**config.mk**
```make
export PLATFORM = sky130hd
export DESIGN_NAME = ysyx_22040237_idu_stage_flat
export DESIGN_NICKNAME = d
export VERILOG_FILES = /design/src/rtl/ysyx_22040237_idu_stage_if.sv /design/src/rtl/ysyx_22040237_idu_stage.sv /design/src/flat_wrapper.sv
export SDC_FILE = /design/constraint.sdc
export NUM_CORES = 1
export LEC_CHECK = 0
export BUFFER_PORTS_ARGS = -buffer_cell sky130_fd_sc_hd__buf_2
export CAP_MARGIN = 20
export CORE_ASPECT_RATIO = 0.5
export CORE_UTILIZATION = 40
export CTS_BUF_LIST = sky130_fd_sc_hd__clkbuf_8
export DETAILED_ROUTE_END_ITERATION = 8
export PLACE_DENSITY = 0.85
export SLEW_MARGIN = 20
export SYNTH_ARGS = -nofsm -noshare
export SYNTH_HDL_FRONTEND = slang
export SYNTH_SLANG_ARGS = --single-unit
export TNS_END_PERCENT = 20
```
**constraint.sdc**
```tcl
create_clock -name clk -period 1.8 [get_ports clk]
set_input_delay 0.09 -clock clk [delete_from_list [all_inputs] [get_ports clk]]
set_output_delay 0.09 -clock clk [all_outputs]
set_load 0.005 [all_outputs]
```
**src/rtl/ysyx_22040237_idu_stage_if.sv**
```systemverilog
// Fetch/execute handshake and register-file read bundle for the decode stage.
// slave is the decode-stage side, master the surrounding pipeline/regfile side.
interface ysyx_22040237_idu_stage_if #(
    parameter int unsigned XLEN = 64,
    parameter int unsigned PC_W = 32
);
    logic            in_valid;
    logic            in_ready;
    logic [PC_W-1:0] in_pc;
    logic [31:0]     in_inst;

    logic            rs1_r_en;
    logic            rs2_r_en;
    logic [4:0]      rs1_r_addr;
    logic [4:0]      rs2_r_addr;
    logic [XLEN-1:0] rs1_data;
    logic [XLEN-1:0] rs2_data;

    logic            flush;

    logic            out_valid;
    logic            out_ready;
    logic [7:0]      out_opcode;
    logic [XLEN-1:0] out_op1;
    logic [XLEN-1:0] out_op2;
    logic [PC_W-1:0] out_op1_jump;
    logic [PC_W-1:0] out_op2_jump;
    logic            out_jump;
    logic            out_branch;
    logic            out_ebreak;
    logic            out_illegal;
    logic            out_rd_w_en;
    logic [4:0]      out_rd_w_addr;

    modport slave (
        input  in_valid, in_pc, in_inst, rs1_data, rs2_data, flush, out_ready,
        output in_ready, rs1_r_en, rs2_r_en, rs1_r_addr, rs2_r_addr,
        output out_valid, out_opcode, out_op1, out_op2, out_op1_jump, out_op2_jump,
        output out_jump, out_branch, out_ebreak, out_illegal, out_rd_w_en, out_rd_w_addr
    );

    modport master (
        output in_valid, in_pc, in_inst, rs1_data, rs2_data, flush, out_ready,
        input  in_ready, rs1_r_en, rs2_r_en, rs1_r_addr, rs2_r_addr,
        input  out_valid, out_opcode, out_op1, out_op2, out_op1_jump, out_op2_jump,
        input  out_jump, out_branch, out_ebreak, out_illegal, out_rd_w_en, out_rd_w_addr
    );
endinterface

```
**src/rtl/ysyx_22040237_idu_stage.sv**
```systemverilog
// RV32I/RV64I-subset instruction decode stage: combinational decode of the fetched
// instruction into one registered output slot with a valid/ready handshake on both sides.
module ysyx_22040237_idu_stage #(
    parameter int unsigned XLEN = 64,
    parameter int unsigned PC_W = 32
) (
    input logic                       clk,
    input logic                       rst,
    ysyx_22040237_idu_stage_if.slave  bus
);
    localparam logic [6:0] OpImm  = 7'b0010011;
    localparam logic [6:0] OpReg  = 7'b0110011;
    localparam logic [6:0] OpLui  = 7'b0110111;
    localparam logic [6:0] OpAuip = 7'b0010111;
    localparam logic [6:0] OpJal  = 7'b1101111;
    localparam logic [6:0] OpJalr = 7'b1100111;
    localparam logic [6:0] OpBr   = 7'b1100011;
    localparam logic [6:0] OpSys  = 7'b1110011;

    typedef struct packed {
        logic [7:0]      opcode;
        logic [XLEN-1:0] op1;
        logic [XLEN-1:0] op2;
        logic [PC_W-1:0] op1_jump;
        logic [PC_W-1:0] op2_jump;
        logic            jump;
        logic            branch;
        logic            ebreak;
        logic            illegal;
        logic            rd_w_en;
        logic [4:0]      rd_w_addr;
    } dec_t;

    logic [31:0]       inst;
    logic [2:0]        funct3;
    logic [6:0]        funct7;
    logic [4:0]        rd;
    logic signed [11:0] imm_i12;
    logic signed [31:0] imm_u32;
    logic signed [12:0] imm_b13;
    logic signed [20:0] imm_j21;
    logic [XLEN-1:0]   imm_i;
    logic [XLEN-1:0]   imm_u;
    logic [PC_W-1:0]   imm_b;
    logic [PC_W-1:0]   imm_j;
    logic [XLEN-1:0]   shamt;
    logic              shamt_bad;
    logic [7:0]        alu_code;

    dec_t dec;
    dec_t out_q;
    logic out_valid_q;
    logic legal;
    logic writes_rd;
    logic rs1_en;
    logic rs2_en;
    logic in_ready;
    logic accept;

    assign inst    = bus.in_inst;
    assign funct3  = inst[14:12];
    assign funct7  = inst[31:25];
    assign rd      = inst[11:7];
    assign imm_i12 = inst[31:20];
    assign imm_u32 = {inst[31:12], 12'h000};
    assign imm_b13 = {inst[31], inst[7], inst[30:25], inst[11:8], 1'b0};
    assign imm_j21 = {inst[31], inst[19:12], inst[20], inst[30:21], 1'b0};
    assign imm_i   = XLEN'(imm_i12);
    assign imm_u   = XLEN'(imm_u32);
    assign imm_b   = PC_W'(imm_b13);
    assign imm_j   = PC_W'(imm_j21);

    // RV32 only has 5-bit shift amounts; a set inst[25] is then not a valid encoding.
    always_comb begin
        if (XLEN == 64) begin
            shamt     = XLEN'(inst[25:20]);
            shamt_bad = 1'b0;
        end else begin
            shamt     = XLEN'(inst[24:20]);
            shamt_bad = inst[25];
        end
    end

    always_comb begin
        case (funct3)
            3'b000:  alu_code = 8'h01;
            3'b001:  alu_code = 8'h03;
            3'b010:  alu_code = 8'h04;
            3'b011:  alu_code = 8'h05;
            3'b100:  alu_code = 8'h06;
            3'b101:  alu_code = 8'h07;
            3'b110:  alu_code = 8'h09;
            default: alu_code = 8'h0A;
        endcase
    end

    always_comb begin
        dec       = '0;
        legal     = 1'b1;
        writes_rd = 1'b0;
        rs1_en    = 1'b0;
        rs2_en    = 1'b0;
        case (inst[6:0])
            OpImm: begin
                rs1_en     = 1'b1;
                writes_rd  = 1'b1;
                dec.op1    = bus.rs1_data;
                dec.op2    = imm_i;
                dec.opcode = alu_code;
                if (funct3 == 3'b001) begin
                    dec.op2 = shamt;
                    legal   = (inst[31:26] == 6'b0) && !shamt_bad;
                end else if (funct3 == 3'b101) begin
                    dec.op2    = shamt;
                    dec.opcode = inst[30] ? 8'h08 : 8'h07;
                    legal      = ({inst[31], inst[29:26]} == 5'b0) && !shamt_bad;
                end
            end
            OpReg: begin
                rs1_en    = 1'b1;
                rs2_en    = 1'b1;
                writes_rd = 1'b1;
                dec.op1   = bus.rs1_data;
                dec.op2   = bus.rs2_data;
                if (funct7 == 7'h00) begin
                    dec.opcode = alu_code;
                end else if (funct7 == 7'h20 && funct3 == 3'b000) begin
                    dec.opcode = 8'h02;
                end else if (funct7 == 7'h20 && funct3 == 3'b101) begin
                    dec.opcode = 8'h08;
                end else begin
                    legal = 1'b0;
                end
            end
            OpLui, OpAuip: begin
                writes_rd  = 1'b1;
                dec.opcode = 8'h01;
                dec.op1    = inst[5] ? '0 : XLEN'(bus.in_pc);
                dec.op2    = imm_u;
            end
            OpJal, OpJalr: begin
                legal        = inst[3] || (funct3 == 3'b000);
                rs1_en       = !inst[3];
                writes_rd    = 1'b1;
                dec.opcode   = 8'h01;
                dec.op1      = XLEN'(bus.in_pc);
                dec.op2      = XLEN'(4);
                dec.op1_jump = inst[3] ? bus.in_pc : bus.rs1_data[PC_W-1:0];
                dec.op2_jump = inst[3] ? imm_j : imm_i[PC_W-1:0];
                dec.jump     = 1'b1;
            end
            OpBr: begin
                legal        = (funct3[2:1] != 2'b01);
                rs1_en       = 1'b1;
                rs2_en       = 1'b1;
                dec.opcode   = {5'b00100, funct3};
                dec.op1      = bus.rs1_data;
                dec.op2      = bus.rs2_data;
                dec.op1_jump = bus.in_pc;
                dec.op2_jump = imm_b;
                dec.branch   = 1'b1;
            end
            OpSys: begin
                dec.ebreak = (inst == 32'h0010_0073);
                legal      = dec.ebreak;
            end
            default: legal = 1'b0;
        endcase

        if (!legal) begin
            dec         = '0;
            dec.illegal = 1'b1;
            writes_rd   = 1'b0;
            rs1_en      = 1'b0;
            rs2_en      = 1'b0;
        end
        dec.rd_w_en   = writes_rd && (rd != 5'd0);
        dec.rd_w_addr = dec.rd_w_en ? rd : 5'd0;
    end

    assign bus.rs1_r_en   = rs1_en;
    assign bus.rs2_r_en   = rs2_en;
    assign bus.rs1_r_addr = rs1_en ? inst[19:15] : 5'd0;
    assign bus.rs2_r_addr = rs2_en ? inst[24:20] : 5'd0;

    assign in_ready     = !rst && !bus.flush && (!out_valid_q || bus.out_ready);
    assign accept       = bus.in_valid && in_ready;
    assign bus.in_ready = in_ready;

    always_ff @(posedge clk) begin
        if (rst) begin
            out_valid_q <= 1'b0;
            out_q       <= '0;
        end else if (bus.flush) begin
            out_valid_q <= 1'b0;
        end else if (accept) begin
            out_valid_q <= 1'b1;
            out_q       <= dec;
        end else if (bus.out_ready) begin
            out_valid_q <= 1'b0;
        end
    end

    assign bus.out_valid     = out_valid_q;
    assign bus.out_opcode    = out_q.opcode;
    assign bus.out_op1       = out_q.op1;
    assign bus.out_op2       = out_q.op2;
    assign bus.out_op1_jump  = out_q.op1_jump;
    assign bus.out_op2_jump  = out_q.op2_jump;
    assign bus.out_jump      = out_q.jump;
    assign bus.out_branch    = out_q.branch;
    assign bus.out_ebreak    = out_q.ebreak;
    assign bus.out_illegal   = out_q.illegal;
    assign bus.out_rd_w_en   = out_q.rd_w_en;
    assign bus.out_rd_w_addr = out_q.rd_w_addr;
endmodule

```
**src/flat_wrapper.sv**
```systemverilog
// flat-port wrapper written by rule: the top's interface ports become plain ports
module ysyx_22040237_idu_stage_flat 
#(
    parameter int unsigned XLEN = 64,
    parameter int unsigned PC_W = 32
)
  (clk, rst, bus_in_valid, bus_in_pc, bus_in_inst, bus_rs1_data, bus_rs2_data, bus_flush, bus_out_ready, bus_in_ready, bus_rs1_r_en, bus_rs2_r_en, bus_rs1_r_addr, bus_rs2_r_addr, bus_out_valid, bus_out_opcode, bus_out_op1, bus_out_op2, bus_out_op1_jump, bus_out_op2_jump, bus_out_jump, bus_out_branch, bus_out_ebreak, bus_out_illegal, bus_out_rd_w_en, bus_out_rd_w_addr);
  ysyx_22040237_idu_stage_if #(.XLEN(XLEN), .PC_W(PC_W)) bus_i ();
  input logic clk;
  input logic rst;
  input wire logic [$bits(bus_i.in_valid)-1:0] bus_in_valid;
  input wire logic [$bits(bus_i.in_pc)-1:0] bus_in_pc;
  input wire logic [$bits(bus_i.in_inst)-1:0] bus_in_inst;
  input wire logic [$bits(bus_i.rs1_data)-1:0] bus_rs1_data;
  input wire logic [$bits(bus_i.rs2_data)-1:0] bus_rs2_data;
  input wire logic [$bits(bus_i.flush)-1:0] bus_flush;
  input wire logic [$bits(bus_i.out_ready)-1:0] bus_out_ready;
  output wire logic [$bits(bus_i.in_ready)-1:0] bus_in_ready;
  output wire logic [$bits(bus_i.rs1_r_en)-1:0] bus_rs1_r_en;
  output wire logic [$bits(bus_i.rs2_r_en)-1:0] bus_rs2_r_en;
  output wire logic [$bits(bus_i.rs1_r_addr)-1:0] bus_rs1_r_addr;
  output wire logic [$bits(bus_i.rs2_r_addr)-1:0] bus_rs2_r_addr;
  output wire logic [$bits(bus_i.out_valid)-1:0] bus_out_valid;
  output wire logic [$bits(bus_i.out_opcode)-1:0] bus_out_opcode;
  output wire logic [$bits(bus_i.out_op1)-1:0] bus_out_op1;
  output wire logic [$bits(bus_i.out_op2)-1:0] bus_out_op2;
  output wire logic [$bits(bus_i.out_op1_jump)-1:0] bus_out_op1_jump;
  output wire logic [$bits(bus_i.out_op2_jump)-1:0] bus_out_op2_jump;
  output wire logic [$bits(bus_i.out_jump)-1:0] bus_out_jump;
  output wire logic [$bits(bus_i.out_branch)-1:0] bus_out_branch;
  output wire logic [$bits(bus_i.out_ebreak)-1:0] bus_out_ebreak;
  output wire logic [$bits(bus_i.out_illegal)-1:0] bus_out_illegal;
  output wire logic [$bits(bus_i.out_rd_w_en)-1:0] bus_out_rd_w_en;
  output wire logic [$bits(bus_i.out_rd_w_addr)-1:0] bus_out_rd_w_addr;
  assign bus_i.in_valid = bus_in_valid;
  assign bus_i.in_pc = bus_in_pc;
  assign bus_i.in_inst = bus_in_inst;
  assign bus_i.rs1_data = bus_rs1_data;
  assign bus_i.rs2_data = bus_rs2_data;
  assign bus_i.flush = bus_flush;
  assign bus_i.out_ready = bus_out_ready;
  assign bus_in_ready = bus_i.in_ready;
  assign bus_rs1_r_en = bus_i.rs1_r_en;
  assign bus_rs2_r_en = bus_i.rs2_r_en;
  assign bus_rs1_r_addr = bus_i.rs1_r_addr;
  assign bus_rs2_r_addr = bus_i.rs2_r_addr;
  assign bus_out_valid = bus_i.out_valid;
  assign bus_out_opcode = bus_i.out_opcode;
  assign bus_out_op1 = bus_i.out_op1;
  assign bus_out_op2 = bus_i.out_op2;
  assign bus_out_op1_jump = bus_i.out_op1_jump;
  assign bus_out_op2_jump = bus_i.out_op2_jump;
  assign bus_out_jump = bus_i.out_jump;
  assign bus_out_branch = bus_i.out_branch;
  assign bus_out_ebreak = bus_i.out_ebreak;
  assign bus_out_illegal = bus_i.out_illegal;
  assign bus_out_rd_w_en = bus_i.out_rd_w_en;
  assign bus_out_rd_w_addr = bus_i.out_rd_w_addr;
  ysyx_22040237_idu_stage #(.XLEN(XLEN), .PC_W(PC_W)) u_core (.clk(clk), .rst(rst), .bus(bus_i));
endmodule
```
==> flow_metrics.tcl, run 1 <==
set metrics [dict create \
    cp.arrival_ns 1.66 \
    r2r_setup_slack_ns 0.09 \
    vias_per_cell 5.66 \
    min_from "bus_in_inst[31]" \
    cellLeakagePower_uw 0.00612 \
    synth.distinct_cells 53 \
    clk-insertion-delay-late_ns 0.49 \
    final_antenna_net_count 0 \
    setup_viol 0 \
    grt_pass1_vias 10200 \
    hold_viol_final 0 \
    dr.pass1.iters 8 \
    slew_headroom_pct 53.7 \
    worst_clock_skew_ns 0.0126 \
    cts_buffers 17 \
    holdPathStages 3 \
    row_count 37 \
    finalCritPeriodShare_pct 97.5 \
    gp_congestion 0.946 \
    htree_levels 4 \
    place_area_um2 11300 \
    rr_startpoint "u_core.bus.out_valid$_SDFFE_PP0P_" \
    dp_hpwl_um 22000 \
    power.density_nw_per_um2 598 \
    fillCellCount 1594 \
    post_drt_wl_per_cell_um 19.6 \
    end_kind "primary output" \
    syn_avg_cell_area_um2 9.61 \
    cap_violations 0 \
    portBuffers 417 \
    netlist_area_um2 8540 \
    vias 10200 \
    initial_utilization_pct 41.2 \
    cts_num_sinks 197 \
    syn_inst 888 \
    total_power_uw 8170 \
    final.min_clock_period_ns 1.75 \
    finalWirelength_um 35300 \
    grt-ovfl-total 0 \
    fin_area_um2 13700 \
    track_usage_pct 31.1 \
    worstSetupPathType "in2out" \
    clk_pin_slew_ns 0.09 \
    ir_drop_uv 423 \
    antenna_found_initial 2 \
    synth-warning-count 0 \
    synthArstFlopShare_pct 0 \
    clockBufferDepth 2 \
    reg2reg_to "u_core.bus.out_op2[49]$_SDFFE_PP0P_" \
    startpoint_type "input port" \
    ios 421 \
    status "completed" \
    ys_seq_elements 197 \
    synth_top_area_share_pct 46.2 \
    grt_max_degree 62 \
    clockRootBuffer "clkbuf_8" \
    worst_slew_pin_slew_ns 0.676 \
    r2r_cells 7 \
    required_ns 1.71 \
    die-area_um2 22000 \
    synth_area_leaders "dfxtp_1 (46%), o21ai_2 (12%), a22oi_1 (6.9%)" \
    ys.flop_type "dfxtp_1" \
    fmax_mhz 570 \
    layout_setup_ws_ns 0.0451 \
    holdPathEnd "u_core.bus.out_op2_jump[30]$_SDFFE_PP0P_" \
    yosys.area.top_type "dfxtp_1" \
    drv_slew 0 \
    die_w_um 209 \
    nets 1711 \
    worst_hold_path_type "in2reg" \
    seq_area_frac_synth_pct 46.2 \
    grt_pass1_wl_um 53500 \
    chipHeight_um 105 \
    cts_tree "yes" \
    core_area_um2 20700 \
    drc 0 \
    syn_to_final_growth_pct 60.2 \
    initialDrtViolationCount 1063 \
    synth_edf_count 0 \
    rsz0062_at_grt "yes" \
    dp_slack_ns -0.483 \
    drive_gt1_share_pct 46.6 \
    crit_fanout 6 \
]
area by class of cell:
type / count / area [µm²] / area share (%)
well taps: 273 / 342 / 2.50
repair buffers: 700 / 4880 / 35.7
diodes: 1 / 2.50 / 0.0183
flip-flops and latches: 197 / 3940 / 28.8
multi-input cells: 595 / 4140 / 30.2
clock buffers: 18 / 248 / 1.81
clock inverters: 14 / 115 / 0.841
inverters: 3 / 11.3 / 0.0823
critical path: stages:
cell and delay (ns):
buf_8 0.10, nor4b_4 0.30, nand4_1 0.15, or4_4 0.61, nand3_4 0.13, and3_4 0.20
buf_6 0.09
layout by cell type (no fill, tap or decap), drive strengths merged, types with 8 or more instances in the layout:
master	n
nor2	16
dlygate4sd3	176
clkbuf	18
nand2	152
dfxtp	197
buf	524
nor3	8
a32o	46
o21ai	150
a221oi	21
and3	11
a22oi	78
a21oi	49
logic make-up (layout without fill, tap and decap cells):
kind of cell / count (synthesis) / after routing / share of synthesized area, %
AOI/OAI and AO/OA: 366 / 366 / 33.9
and+or+nand+nor: 220 / 222 / 11.7
DFF: 197 / 197 / 46.2
buffers and inverters: 100 / 735 / 7.69
xor gates and xnor gates: 2 / 2 / 0.205
adders and majority gates: 1 / 1 / 0.117
other: 1 / 4 / 0.0439
muxes: 1 / 1 / 0.117
worst max-delay path by stage:
stage               startpoint                                      end  slack (ns)  cells past startpoint
6_report       bus_in_inst[17]                        bus_rs2_r_addr[2]        0.05                      7
5_1_grt        bus_in_inst[17]                        bus_rs2_r_addr[1]       -0.02                      7
3_3_place_gp   bus_in_inst[15]      u_core.bus.out_op2[49]$_SDFFE_PP0P_       -0.47                      8
2_1_floorplan  bus_in_inst[15]  u_core.bus.out_op2_jump[1]$_SDFFE_PP0P_       0.005                      7
4_1_cts        bus_in_inst[27]                        bus_rs2_r_addr[2]       -0.07                      8
3_5_place_dp   bus_in_inst[15]      u_core.bus.out_op2[49]$_SDFFE_PP0P_       -0.48                      8
per-layer routing:
layer | vias up | share of wire [%] | track usage [%]
met5 | - | 0 | 0
met4 | 0 | 6.4 | 22.6
met3 | 202 | 7.3 | 8.25
met2 | 626 | 49 | 51.8
met1 | 4829 | 37 | 34.8
li1 | 4529 | - | -
flip-flops by register name, summed over array words and instances, names as in the netlist:
| register | count |
|---|---|
| u_core.bus.out_op1 | 64 |
| u_core.bus.out_op2 | 64 |
| u_core.bus.out_op1_jump | 32 |
| u_core.bus.out_op2_jump | 21 |
| u_core.bus.out_opcode | 5 |
| u_core.bus.out_rd_w_addr | 5 |
| u_core.bus.out_branch | 1 |
| u_core.bus.out_ebreak | 1 |
| u_core.bus.out_illegal | 1 |
| u_core.bus.out_jump | 1 |
| u_core.bus.out_rd_w_en | 1 |
| u_core.bus.out_valid | 1 |
synthesized netlist by cell type (2+ instances only):
master and count:
a221oi_1 20, o21ai_1 11, a21oi_1 49, inv_1 3
nand3b_1 5, o21ai_2 120, a31o_2 2, nor3_1 8
a211oi_1 3, buf_6 4, and2_1 3, nand3_1 6
o211a_1 5, nand2b_1 3, o21ai_0 19, buf_4 17
a22o_1 3, buf_1 2, and3_1 11, buf_12 11
nor4b_1 2, nor2b_1 3, nand2_1 152, nor2_1 14
buf_2 7, dfxtp_1 197, a22oi_1 78, nor4bb_1 2
a2111oi_0 2, xor2_1 2, a32o_1 46, or2_2 2
clkbuf_1 56
power by group:
| group | switching [µW] | internal [µW] |
|---|---|---|
| Combinational | 492 | 590 |
| Clock | 1610 | 1120 |
| Sequential | 1.95 | 4360 |
through the flow:
stage	hold slack, ns	util [%]	TNS, ns	instances
2_1_floorplan	0.159	-	0	890
3_3_place_gp	0.286	54.6	-83.85	1581
3_5_place_dp	0.297	54.6	-78.08	1581
4_1_cts	0.00253	64.9	-0.446	1790
5_1_grt	0.0261	66.0	-0.0514	1801
6_report	0.0754	66.0	0	1801
repair_timing:
action,CTS,global route
setup buffers,2,9
hold buffers,174,2
setup endpoints to repair,126,123
pin swaps,4,15
resized for setup,5,29
cloned,1,1
hold endpoints to repair,175,3
No activity file was read; power rests on OpenSTA's default activity.
==> run 2, diff against run 1 <==
--- a/config.mk
+++ b/config.mk
@@ -5,13 +5,14 @@
 export SDC_FILE = /design/constraint.sdc
 export NUM_CORES = 1
 export LEC_CHECK = 0
+export ABC_AREA = 1
 export BUFFER_PORTS_ARGS = -buffer_cell sky130_fd_sc_hd__buf_2
 export CAP_MARGIN = 20
 export CORE_ASPECT_RATIO = 0.5
-export CORE_UTILIZATION = 40
+export CORE_UTILIZATION = 45
 export CTS_BUF_LIST = sky130_fd_sc_hd__clkbuf_8
 export DETAILED_ROUTE_END_ITERATION = 8
-export PLACE_DENSITY = 0.85
+export PLACE_DENSITY = 0.9
 export SLEW_MARGIN = 20
 export SYNTH_ARGS = -nofsm -noshare
 export SYNTH_HDL_FRONTEND = slang
==> flow_metrics.tcl, run 2 <==
set metrics [dict create \
    status "completed" \
    hold_viol_final 0 \
    portBuffers 417 \
    layout_setup_ws_ns 0.128 \
    core_area_um2 20900 \
    gp_congestion 1.03 \
    drive_gt1_share_pct 26.7 \
    grt_pass1_wl_um 62600 \
    initialDrtViolationCount 1958 \
    vias 12900 \
    grt_pass1_vias 12100 \
    synth.most_common_cell "nand2_1" \
    path_cells "nand2_1 -> nand3_4 -> buf_12 -> buf_6 -> nand2_1 -> a21oi_1" \
    cap_violations 0 \
    worst_clock_skew_ns 0.0131 \
    crit_path_top_delay_cell "dfxtp_1" \
    post_drt_wl_per_cell_um 17.6 \
    synth.distinct_cells 27 \
    netlist_area_um2 9780 \
    ys.flop_type "dfxtp_1" \
    initial_utilization_pct 46.7 \
    die-area_um2 22400 \
    worst_hold_path_type "in2reg" \
    grt_max_degree 197 \
    post_cts_buffers 0 \
    final-seq-area_um2 3940 \
    htree_levels 4 \
    finalNonFillerCells 2319 \
    cts_buffers 17 \
    syn_to_final_growth_pct 45.1 \
    required_ns 2.20 \
    dp_slack_ns 0.0600 \
    drv_slew 0 \
    cts_num_sinks 197 \
    vias_per_cell 5.58 \
    end_kind "flip-flop" \
    clk-insertion-delay-late_ns 0.49 \
    seq_area_frac_synth_pct 40.3 \
    finalCritPeriodShare_pct 92.9 \
    ir_drop_uv 451 \
    worst_slew_pin_slew_ns 0.948 \
    clk_pin_slew_ns 0.10 \
    place_inst 2141 \
    track_usage_pct 35.4 \
    synth_area_leaders "dfxtp_1 (40%), nand2_1 (19%), a21oi_1 (11%)" \
    chipHeight_um 106 \
    final_common_cell "nand2_1" \
    dr.pass1.iters 6 \
    slowest_delay_ns 0.34 \
    fmax_mhz 598 \
    finalWirelength_um 40900 \
    grt-ovfl-total 0 \
    fillCellCount 1679 \
    antenna_found_initial 1 \
    rsz0062_at_grt "no" \
    setup_viol 0 \
    crit_fanout 81 \
    clockBufferDepth 2 \
    synthArstFlopShare_pct 0 \
    worstSetupPathType "reg2reg" \
    multi_input_area_um2 4970 \
    synth-warning-count 0 \
    row_count 37 \
    total_power_uw 8400 \
    power.density_nw_per_um2 592 \
    nets 2211 \
    die_w_um 210 \
    yosys.area.top_type "dfxtp_1" \
    final_antenna_net_count 0 \
    startpoint_type "flip-flop" \
    slew_headroom_pct 36.8 \
    ys_seq_elements 197 \
    cts_tree "yes" \
    syn_avg_cell_area_um2 6.49 \
    cellLeakagePower_uw 0.00659 \
    synth_edf_count 0 \
    ios 421 \
    crit_top_cell "nand2_1" \
    final.min_clock_period_ns 1.67 \
    drc 0 \
    clockRootBuffer "clkbuf_8" \
    final_cell_mix "nand2_1 (500), buf_2 (416), a21oi_1 (222)" \
    syn_inst 1507 \
    yosys-top-cells-count "nand2_1 (502), a21oi_1 (222), dfxtp_1 (197), nand3_1 (134), nor2_1 (106)" \
    tns_ns 0 \
    dp_hpwl_um 25000 \
    synth_top_area_share_pct 40.3 \
    cp.arrival_ns 2.07 \
]
==> run 2: cell types whose count changed after synthesis, sizes merged, moves of 63 or more <==
cell / delta
nand2: +352
nor2: +99
a21oi: +174
nand3: +130
inv: +63
o21ai: -100
nand4: +67
a22oi: -78
==> run 2: metal layers <==
| metal | GRT usage (%) | share of wire [%] | vias to the layer above | wire, µm |
|---|---|---|---|---|
| met5 | 0 | 0 | - | 0 |
| li1 | - | - | 5929 | - |
| met2 | 57.6 | 46 | 1008 | 18900 |
| met4 | 20.4 | 5.5 | 0 | 2260 |
| met1 | 42.9 | 37 | 5787 | 15100 |
| met3 | 8.54 | 11 | 224 | 4540 |
==> run 2: path summary, 6_finish.rpt <==
check	startpoint	endpoint	slack [ns]	depth (start not counted)
worst min register to register	u_core.bus.out_op1_jump[31]$_SDFFE_PP0P_	u_core.bus.out_op1_jump[31]$_SDFFE_PP0P_	0.47	2
worst max-delay path	u_core.bus.out_valid$_SDFFE_PP0P_	u_core.bus.out_op1[55]$_SDFFE_PP0P_	0.13	6
worst min-delay path	bus_rs2_data[7]	u_core.bus.out_op2[7]$_SDFFE_PP0P_	0.04	5
worst max register to register	u_core.bus.out_valid$_SDFFE_PP0P_	u_core.bus.out_op1[55]$_SDFFE_PP0P_	0.13	6
==> run 2: cells by family after synthesis <==
logic type,after synthesis,share of synthesized area [%]
and+or+nand+nor,827,35.7
AOI/OAI and AO/OA,278,14.4
buffers and inverters,204,9.52
DFF,197,40.3
other,1,0.0383
==> run 2: critical path: cells and delay by family, from the launching register on <==
family | cells | cell delay, ns
DFF | 1 | 0.34
AOI/OAI and AO/OA | 1 | 0.18
and+or+nand+nor | 3 | 0.38
buffers and inverters | 2 | 0.65
==> run 2: power breakdown <==
part / internal (µW) / switching [µW] / leakage, µW
clock: 1290 / 1700 / 0.000198
combinational: 485 / 572 / 0.00481
sequential: 4360 / 0.864 / 0.00159
==> run 2: final cells by class <==
cell class | count | share of cell area (%)
Antenna cell | 1 | 0.0176
Clock buffer | 18 | 1.75
Timing Repair Buffer | 624 | 30.1
Inverter | 66 | 1.75
Clock inverter | 13 | 1.02
Tap cell | 292 | 2.57
Multi-Input combinational cell | 1108 | 35.0
Sequential cell | 197 | 27.8
==> run 2: repair_timing <==
item / 4_1_cts / 5_1_grt
hold buffers: 146 / 0
resized for setup: 0 / 10
setup endpoints to repair: 0 / 65
hold endpoints to repair: 144 / 0
==> run 2: stage by stage <==
stage | area, µm² | hold WS, ns | utilization (%)
final | 14200 | 0.0358 | 67.8
after global routing | 14200 | 0.0400 | 67.8
after floorplan | 9790 | 0.250 | -
after CTS | 14200 | 0.00557 | 67.7
after detailed placement | 12300 | 0.363 | 58.8
after global placement | 12300 | 0.359 | 58.8
==> run 3, diff against run 2 <==
--- a/config.mk
+++ b/config.mk
@@ -5,14 +5,13 @@
 export SDC_FILE = /design/constraint.sdc
 export NUM_CORES = 1
 export LEC_CHECK = 0
-export ABC_AREA = 1
+export ABC_AREA = 0
 export BUFFER_PORTS_ARGS = -buffer_cell sky130_fd_sc_hd__buf_2
 export CAP_MARGIN = 20
-export CORE_ASPECT_RATIO = 0.5
-export CORE_UTILIZATION = 45
+export CORE_AREA = 2 2 162 164
 export CTS_BUF_LIST = sky130_fd_sc_hd__clkbuf_8
 export DETAILED_ROUTE_END_ITERATION = 8
-export PLACE_DENSITY = 0.9
+export DIE_AREA = 0 0 164 166
 export SLEW_MARGIN = 20
 export SYNTH_ARGS = -nofsm -noshare
 export SYNTH_HDL_FRONTEND = slang
==> flow_metrics.tcl, run 3 (synthesis gave the netlist of run 1 again) <==
set metrics [dict create \
    finalCritPeriodShare_pct 98.1 \
    final_antenna_net_count 0 \
    track_usage_pct 23.7 \
    startpoint_type "input port" \
    fmax_mhz 566 \
    cellLeakagePower_uw 0.00604 \
    setup_viol 0 \
    portBuffers 417 \
    ir_drop_uv 392 \
    row_count 59 \
    required_ns 1.71 \
    hold_viol_final 0 \
    cap_violations 0 \
    dr.pass1.iters 8 \
    worstSetupPathType "in2out" \
    syn_to_final_growth_pct 60.1 \
    htree_levels 4 \
    worst_hold_path_type "in2reg" \
    grt_max_degree 79 \
    clockRootBuffer "clkbuf_8" \
    slew_headroom_pct 46.4 \
    core_area_um2 25600 \
    cts_tree "yes" \
    crit_fanout 11 \
    chipHeight_um 166 \
    clk_pin_slew_ns 0.12 \
    status "completed" \
    total_power_uw 8300 \
    final.min_clock_period_ns 1.77 \
    power.density_nw_per_um2 607 \
    die-area_um2 27200 \
    clockBufferDepth 2 \
    drc 0 \
    post_drt_wl_per_cell_um 18.2 \
    nets 1693 \
    die_w_um 164 \
    dp_hpwl_um 21800 \
    finalWirelength_um 33500 \
    end_kind "primary output" \
    grt_pass1_vias 9467 \
    worst_slew_pin_slew_ns 0.796 \
    fillCellCount 2316 \
    clk-insertion-delay-late_ns 0.46 \
    drive_gt1_share_pct 46.1 \
    place_inst 1632 \
    grt_pass1_wl_um 51000 \
    cts_num_sinks 197 \
    cts_buffers 17 \
    initial_utilization_pct 33.3 \
    grt-ovfl-total 0 \
    vias_per_cell 5.15 \
    worst_clock_skew_ns 0.0201 \
    gp_congestion 0.824 \
    finalNonFillerCells 1845 \
    drv_slew 0 \
    cp.arrival_ns 1.68 \
    initialDrtViolationCount 819 \
    antenna_found_initial 1 \
    final_common_cell "buf_2" \
    ios 421 \
    vias 9498 \
    holdWs_ns 0.0284 \
    final_cell_mix "buf_2 (406), dfxtp_1 (197), dlygate4sd3_1 (174)" \
]
run 3: cell count changes in the layout (fill, tap and decap cells not counted), sizes merged, moves of 57 or more:
| cell | previous run | this run |
|---|---|---|
| inv | 70 | 13 |
| nand4 | 69 | 2 |
| nand2 | 504 | 152 |
| o21ai | 50 | 150 |
| nor2 | 114 | 15 |
| a21oi | 223 | 49 |
| a22oi | 0 | 78 |
| nand3 | 136 | 7 |
run 3: cell type report:
type	count	area [µm²]	area share, %
Clock buffer	17	234	1.71
Clock inverter	15	155	1.13
Inverter	3	11.3	0.0824
Multi-Input combinational cell	595	4130	30.2
Tap cell	335	419	3.07
Antenna cell	1	2.50	0.0183
Timing Repair Buffer	682	4780	35.0
Sequential cell	197	3940	28.8
run 3: per-layer routing:
layer / GRT usage [%] / share of wire, %
met5: 0 / 0
met1: 28.6 / 41
met2: 40.3 / 48
met4: 9.46 / 3.4
met3: 5.49 / 7.0
run 3: worst paths after layout:
| kind | slack, ns | startpoint | cells past startpoint | endpoint |
|---|---|---|---|---|
| setup / recovery | 0.03 | bus_in_inst[30] | 8 | bus_rs2_r_addr[2] |
| hold / removal | 0.03 | bus_in_inst[19] | 4 | u_core.bus.out_op2[19]$_SDFFE_PP0P_ |
| setup reg to reg | 0.13 | u_core.bus.out_valid$_SDFFE_PP0P_ | 6 | u_core.bus.out_op1_jump[19]$_SDFFE_PP0P_ |
| hold reg to reg | 0.45 | u_core.bus.out_jump$_SDFFE_PP0P_ | 2 | u_core.bus.out_jump$_SDFFE_PP0P_ |
run 3: power by group:
part	switching, µW	total [µW]	leakage [µW]	internal (µW)
Clock	1850	2910	0.000203	1050
Combinational	456	1030	0.00425	571
Sequential	2.14	4360	0.00159	4360
Total	2310	8300	0.00604	5980
run 3: critical path: stages:
cell      delay (ns)
buf_2           0.11
buf_4           0.20
nand2b_1        0.08
a31o_2          0.27
a32oi_4         0.41
nand3_4         0.18
and3_1          0.22
buf_2           0.13
run 3: stage by stage:
step	utilization (%)	cell area (µm²)	setup TNS [ns]	worst slack, ns
after floorplan	-	8580	0	0.00514
after global placement	44.1	11300	-51.45	-0.324
after detailed placement	44.1	11300	-62.54	-0.422
after CTS	52.9	13500	0	0.00510
after global routing	53.4	13700	-0.231	-0.0314
final	53.4	13700	0	0.0339
run 3: repair_timing:
item,CTS,global route
hold buffers,173,1
resized for setup,15,21
pin swaps,8,15
endpoints found under the hold margin,173,2
endpoints found under the setup margin,12,157
cloned,3,0
setup buffers,3,1
